==> config.mk <==
export PLATFORM = sky130hd
export DESIGN_NAME = stat_display_flat
export DESIGN_NICKNAME = d
export VERILOG_FILES = /design/src/rtl/stat_display_if.sv /design/src/rtl/stat_display.sv /design/src/flat_wrapper.sv
export SDC_FILE = /design/constraint.sdc
export NUM_CORES = 1
export LEC_CHECK = 0
export BUFFER_PORTS_ARGS = -buffer_cell sky130_fd_sc_hd__buf_2
export CORE_AREA = 2 2 148 150
export DETAILED_ROUTE_END_ITERATION = 6
export DIE_AREA = 0 0 150 152
export PLACE_DENSITY = 0.75
export RECOVER_POWER = 25
export SYNTH_ARGS = -nofsm -noshare
export SYNTH_HDL_FRONTEND = slang
export SYNTH_SLANG_ARGS = --single-unit
==> constraint.sdc <==
create_clock -name clk -period 6.85 [get_ports clk]
set_clock_uncertainty 0.05 [all_clocks]
set_input_delay 0.3425 -clock clk [delete_from_list [all_inputs] [get_ports clk]]
set_output_delay 0.3425 -clock clk [all_outputs]
set_load 0.05 [all_outputs]
==> src/rtl/stat_display_if.sv <==
// stat_display_if: statistics inputs and scanned display outputs of stat_display
interface stat_display_if;
  logic        lock;
  logic [2:0]  sel;
  logic [31:0] total;
  logic [31:0] conditional;
  logic [31:0] unconditional;
  logic [31:0] conditional_success;
  logic [31:0] lu_times;
  logic [31:0] dbg;
  logic [31:0] shown;
  logic [7:0]  an;
  logic [7:0]  seg;
  modport master (
    output lock, sel, total, conditional, unconditional, conditional_success, lu_times, dbg,
    input  shown, an, seg
  );
  modport slave (
    input  lock, sel, total, conditional, unconditional, conditional_success, lu_times, dbg,
    output shown, an, seg
  );
endinterface

==> src/rtl/stat_display.sv <==
// stat_display: freezable statistics bank scanned onto an 8-digit active-low 7-seg display; ports clk, rst (async high), bus (stat_display_if.slave); STAT_DISP_BLANK_EN enables leading-zero blanking
module stat_display #(
  parameter int SCAN_DIV = 50000
) (
  input logic           clk,
  input logic           rst,
  stat_display_if.slave bus
);
  localparam logic [111:0] GLYPHS = {7'h71, 7'h79, 7'h5E, 7'h39, 7'h7C, 7'h77, 7'h6F, 7'h7F,
                                     7'h07, 7'h7D, 7'h6D, 7'h66, 7'h4F, 7'h5B, 7'h06, 7'h3F};
  logic [15:0] div_q, div_d;
  logic [2:0]  idx_q, idx_d;
  logic [31:0] bank_q [5];
  logic [31:0] shown_q, shown_d;
  logic [7:0]  an_q, an_d, seg_q, seg_d;
  logic [3:0]  nib;
  logic        wrap;
`ifdef STAT_DISP_BLANK_EN
  logic [2:0]  msn;
`endif
  always_comb begin
    wrap    = div_q == 16'(SCAN_DIV - 1);
    div_d   = wrap ? 16'd0 : div_q + 16'd1;
    idx_d   = wrap ? idx_q + 3'd1 : idx_q;
    shown_d = bus.sel == 3'd0 ? bank_q[0] :
              bus.sel == 3'd1 ? bank_q[1] :
              bus.sel == 3'd2 ? bank_q[2] :
              bus.sel == 3'd3 ? bank_q[3] :
              bus.sel == 3'd4 ? bank_q[4] :
              bus.sel == 3'd5 ? bus.dbg : 32'd0;
    nib     = shown_q[{idx_q, 2'b00} +: 4];
    seg_d   = {~(idx_q == 3'd0 && bus.lock), ~GLYPHS[7'(nib) * 7'd7 +: 7]};
`ifdef STAT_DISP_BLANK_EN
    msn = 3'd0;
    for (int i = 1; i < 8; i++)
      if (shown_q[4*i +: 4] != 4'd0) msn = 3'(i);
    an_d = idx_q > msn ? 8'hFF : ~(8'h01 << idx_q);
`else
    an_d = ~(8'h01 << idx_q);
`endif
  end
  always_ff @(posedge clk or posedge rst) begin
    if (rst) begin
      div_q   <= '0;
      idx_q   <= '0;
      shown_q <= '0;
      an_q    <= 8'hFF;
      seg_q   <= 8'hFF;
      for (int i = 0; i < 5; i++) bank_q[i] <= '0;
    end else begin
      div_q   <= div_d;
      idx_q   <= idx_d;
      shown_q <= shown_d;
      an_q    <= an_d;
      seg_q   <= seg_d;
      if (!bus.lock) begin
        bank_q[0] <= bus.total;
        bank_q[1] <= bus.conditional;
        bank_q[2] <= bus.unconditional;
        bank_q[3] <= bus.conditional_success;
        bank_q[4] <= bus.lu_times;
      end
    end
  end
  assign bus.shown = shown_q;
  assign bus.an    = an_q;
  assign bus.seg   = seg_q;
endmodule
==> src/flat_wrapper.sv <==
// flat-port wrapper written by rule: the top's interface ports become plain ports
module stat_display_flat 
#(
  parameter int SCAN_DIV = 50000
)
  (clk, rst, bus_lock, bus_sel, bus_total, bus_conditional, bus_unconditional, bus_conditional_success, bus_lu_times, bus_dbg, bus_shown, bus_an, bus_seg);
  stat_display_if bus_i ();
  input logic clk;
  input logic rst;
  input wire logic [$bits(bus_i.lock)-1:0] bus_lock;
  input wire logic [$bits(bus_i.sel)-1:0] bus_sel;
  input wire logic [$bits(bus_i.total)-1:0] bus_total;
  input wire logic [$bits(bus_i.conditional)-1:0] bus_conditional;
  input wire logic [$bits(bus_i.unconditional)-1:0] bus_unconditional;
  input wire logic [$bits(bus_i.conditional_success)-1:0] bus_conditional_success;
  input wire logic [$bits(bus_i.lu_times)-1:0] bus_lu_times;
  input wire logic [$bits(bus_i.dbg)-1:0] bus_dbg;
  output wire logic [$bits(bus_i.shown)-1:0] bus_shown;
  output wire logic [$bits(bus_i.an)-1:0] bus_an;
  output wire logic [$bits(bus_i.seg)-1:0] bus_seg;
  assign bus_i.lock = bus_lock;
  assign bus_i.sel = bus_sel;
  assign bus_i.total = bus_total;
  assign bus_i.conditional = bus_conditional;
  assign bus_i.unconditional = bus_unconditional;
  assign bus_i.conditional_success = bus_conditional_success;
  assign bus_i.lu_times = bus_lu_times;
  assign bus_i.dbg = bus_dbg;
  assign bus_shown = bus_i.shown;
  assign bus_an = bus_i.an;
  assign bus_seg = bus_i.seg;
  stat_display #(.SCAN_DIV(SCAN_DIV)) u_core (.clk(clk), .rst(rst), .bus(bus_i));
endmodule
==> flow_metrics.tcl <==
set metrics [dict create \
    synth_edf_count 0 \
    cts_tree "built" \
    critPathMaxFanout 89 \
    die_area_sq_um 22800 \
    hold_class "primary input to flop" \
    reg2reg_slack_ns 4.04 \
    ys_types 41 \
    syn_to_final_growth_pct 23.41 \
    pwr-share-clk 0.394 \
    start_util 0.4721 \
    track_usage 0.2247 \
    gp_congestion 0.8531 \
    leakagePower_uw 0.005794 \
    drt-wirelength-per-cell_microns 19.81 \
    crit_path_top_delay_cell "clkinvlp_2" \
    path_clk_slew_ns 0.06 \
    switchingPower_uw 921.0 \
    status "finished, violations left" \
    rsz0062_at_grt "false" \
    core_sq_um 21350 \
    tightest_slew_ns 3.945 \
    num_rows 54 \
    relSlewSlack -1.645 \
    final-setup-viol-count 0 \
    finalCritPeriodShare 0.5627 \
    first_iter_violations 394 \
    drcViolationCount 0 \
    ios 246 \
    io_buffers 245 \
    crit_arrival_ns 4.30 \
    final_nets 1187 \
    synthArstFlopShare 1.000 \
    synth_cells 736 \
    min_period_ns 3.854 \
    violations "max-capacitance violations, max-slew violations" \
    die_y_microns 152 \
    seqPwrFrac 0.449 \
    clock_latency_ns 0.51 \
    maxSlewViolCount 90 \
    crit_required_ns 7.30 \
    ant_nets 0 \
    wirelength_microns 25310 \
    maxClockFrequency_mhz 259.5 \
    yosys-top-cells-area "dfrtp_1 (52%), mux2_2 (18%), mux2i_1 (6.8%), dfstp_2 (4.2%), o221ai_1 (2.3%)" \
    syn-cell-area_sq_um 10080 \
    grt_overflow 0 \
    final_common_cell "buf_2" \
    hold_viol_final 0 \
    path_cells "dlygate4sd3_1 > buf_2 > clkinvlp_2 > buf_4" \
    synth_warnings 0 \
    comb_power_share 0.157 \
    cts_buffers 24 \
    pwr_density_cell_nw_per_um2 277.8 \
    grt_max_degree 99 \
    grt_pass1_vias 7022 \
    synth_top_flop_cell "dfrtp_1" \
    critPathMaxStageDelay_ns 2.20 \
    grt_pass1_wl_microns 39780 \
    synth_seq_cells 227 \
    maxCapViolCount 1 \
    cts_root_buf "clkbuf_16" \
    vias 6779 \
    die_w_microns 150 \
    clock_path_buffers 3 \
    cts.sinks 227 \
    vdd_ir_drop_max_mv 0.2121 \
    internal-power_uw 2535 \
    drive_gt1_frac 0.4889 \
    syn_avg_cell_area_sq_um 13.70 \
    netlist.area_leader.share 0.5238 \
    final_util 0.5826 \
    switching_share 0.2665 \
    htreeDepth 1 \
    crit_type "primary input to async pin" \
    dr.pass1.iters 5 \
    ys_seq_area_frac 0.5655 \
    start_kind "primary input" \
    fill_cells 1766 \
    final_cell_mix "buf_2 (243), dfrtp_1 (211), mux2_2 (160)" \
    final.setup.tns_ns 0 \
    cp-end-kind "async pin" \
    hpwl_microns 17930 \
    syn_nets 947 \
    synth_top_cell_by_area "dfrtp_1" \
    antenna_found_initial 5 \
    avgViaCountPerCell 5.304 \
]
-- flip-flops by register name (all words and copies together), names as in the netlist --
name,count
u_core.bus.seg,8
u_core.idx_q,3
u_core.bus.an,8
u_core.bus.shown,32
u_core.bank_q,160
u_core.div_q,16
-- metrics by stage --
stage	std cells	hold WS [ns]	setup WS [ns]	total power [uW]	cell area, sq um
after global routing	1278	0.004236	2.258	3598	12440
after detailed placement	1222	0.4173	3.718	2115	11520
after CTS	1273	0.0004561	4.037	3484	12430
after floorplan	736	0.4003	0.2645	1931	10080
after global placement	1222	0.4072	3.842	2104	11520
final	1278	0.01291	2.996	3456	12440
-- cells in the mapped netlist (2+ instances only) --
library cell  number
a21oi_1           28
and2_1             2
and3_1             3
buf_1              2
buf_2             12
buf_4              3
buf_6              2
clkbuf_1          27
dfrtp_1          211
dfstp_2           16
ha_1              13
inv_1             17
mux2_2           160
mux2i_1           68
mux2i_4            2
mux4_1             4
mux4_2             9
nand2_1           38
nand3_1            7
nand4_1            6
nor2_1            38
nor3_1             3
nor3b_1            2
nor3b_2            2
o221ai_1          27
o22ai_1            6
xnor2_1           10
xor2_1             5
-- metal layers --
metal,GRT usage,part of all wire
met5,0,0.00028
met4,0.05571,0.023
met3,0.03754,0.060
met2,0.3351,0.45
met1,0.3441,0.46
-- power by group through the flow --
stage	logic [uW]	registers [uW]	clock network (uW)
after global routing	586	1560	1450
final	542	1550	1360
after detailed placement	541	1570	0
after CTS	546	1550	1390
after floorplan	269	1660	0
after global placement	532	1570	0
-- worst paths after layout --
kind	startpoint	end	cells after the start
max in group clk	u_core.idx_q[0]$_DFFE_PP0N_	u_core.bus.seg[0]$_DFF_PP1_	4
min in group asynchronous	rst	u_core.bank_q[18]$_DFFE_PP0N_	3
worst min-delay path	bus_total[19]	u_core.bank_q[147]$_DFFE_PP0N_	2
worst max-delay path	rst	u_core.div_q[7]$_DFF_PP0_	4
worst min register to register	u_core.bank_q[74]$_DFFE_PP0N_	u_core.bus.shown[10]$_DFF_PP0_	2
worst max register to register	u_core.idx_q[0]$_DFFE_PP0N_	u_core.bus.seg[0]$_DFF_PP1_	4
-- worst max-delay path: cells and delay by family --
kind	cells	cell delay, ns
buffers and inverters	4	3.87
-- what timing repair did --
| item | 4_1_cts | 5_1_grt |
|---|---|---|
| endpoints found under the hold margin | 81 | 1 |
| hold buffers | 7 | 1 |
| resized for setup | 0 | 0 |
| buffers inserted | 0 | 0 |
-- layout make-up --
class | instances | area (sq um) | share of cell area
Tap cell | 280 | 350.3 | 0.02816
Inverter | 18 | 68.82 | 0.005532
Clock buffer | 35 | 713.2 | 0.05733
Sequential cell | 227 | 5700 | 0.4583
Multi-Input combinational cell | 445 | 4104 | 0.3299
Timing Repair Buffer | 260 | 1368 | 0.1099
Antenna cell | 4 | 10.01 | 0.0008047
Clock inverter | 9 | 125.1 | 0.01006
-- logic make-up (layout without fill, tap and decap cells) --
logic type / after synthesis / after routing / share of synthesized area
buf+inv: 64 / 322 / 0.02793
other cells: 0 / 4 / 0
fa+ha+maj: 13 / 13 / 0.01614
compound gates: 67 / 67 / 0.04680
simple gates: 106 / 106 / 0.04816
mux: 244 / 244 / 0.2824
xor+xnor: 15 / 15 / 0.01303
flops: 227 / 227 / 0.5655
(Power assumes the default switching activity.)
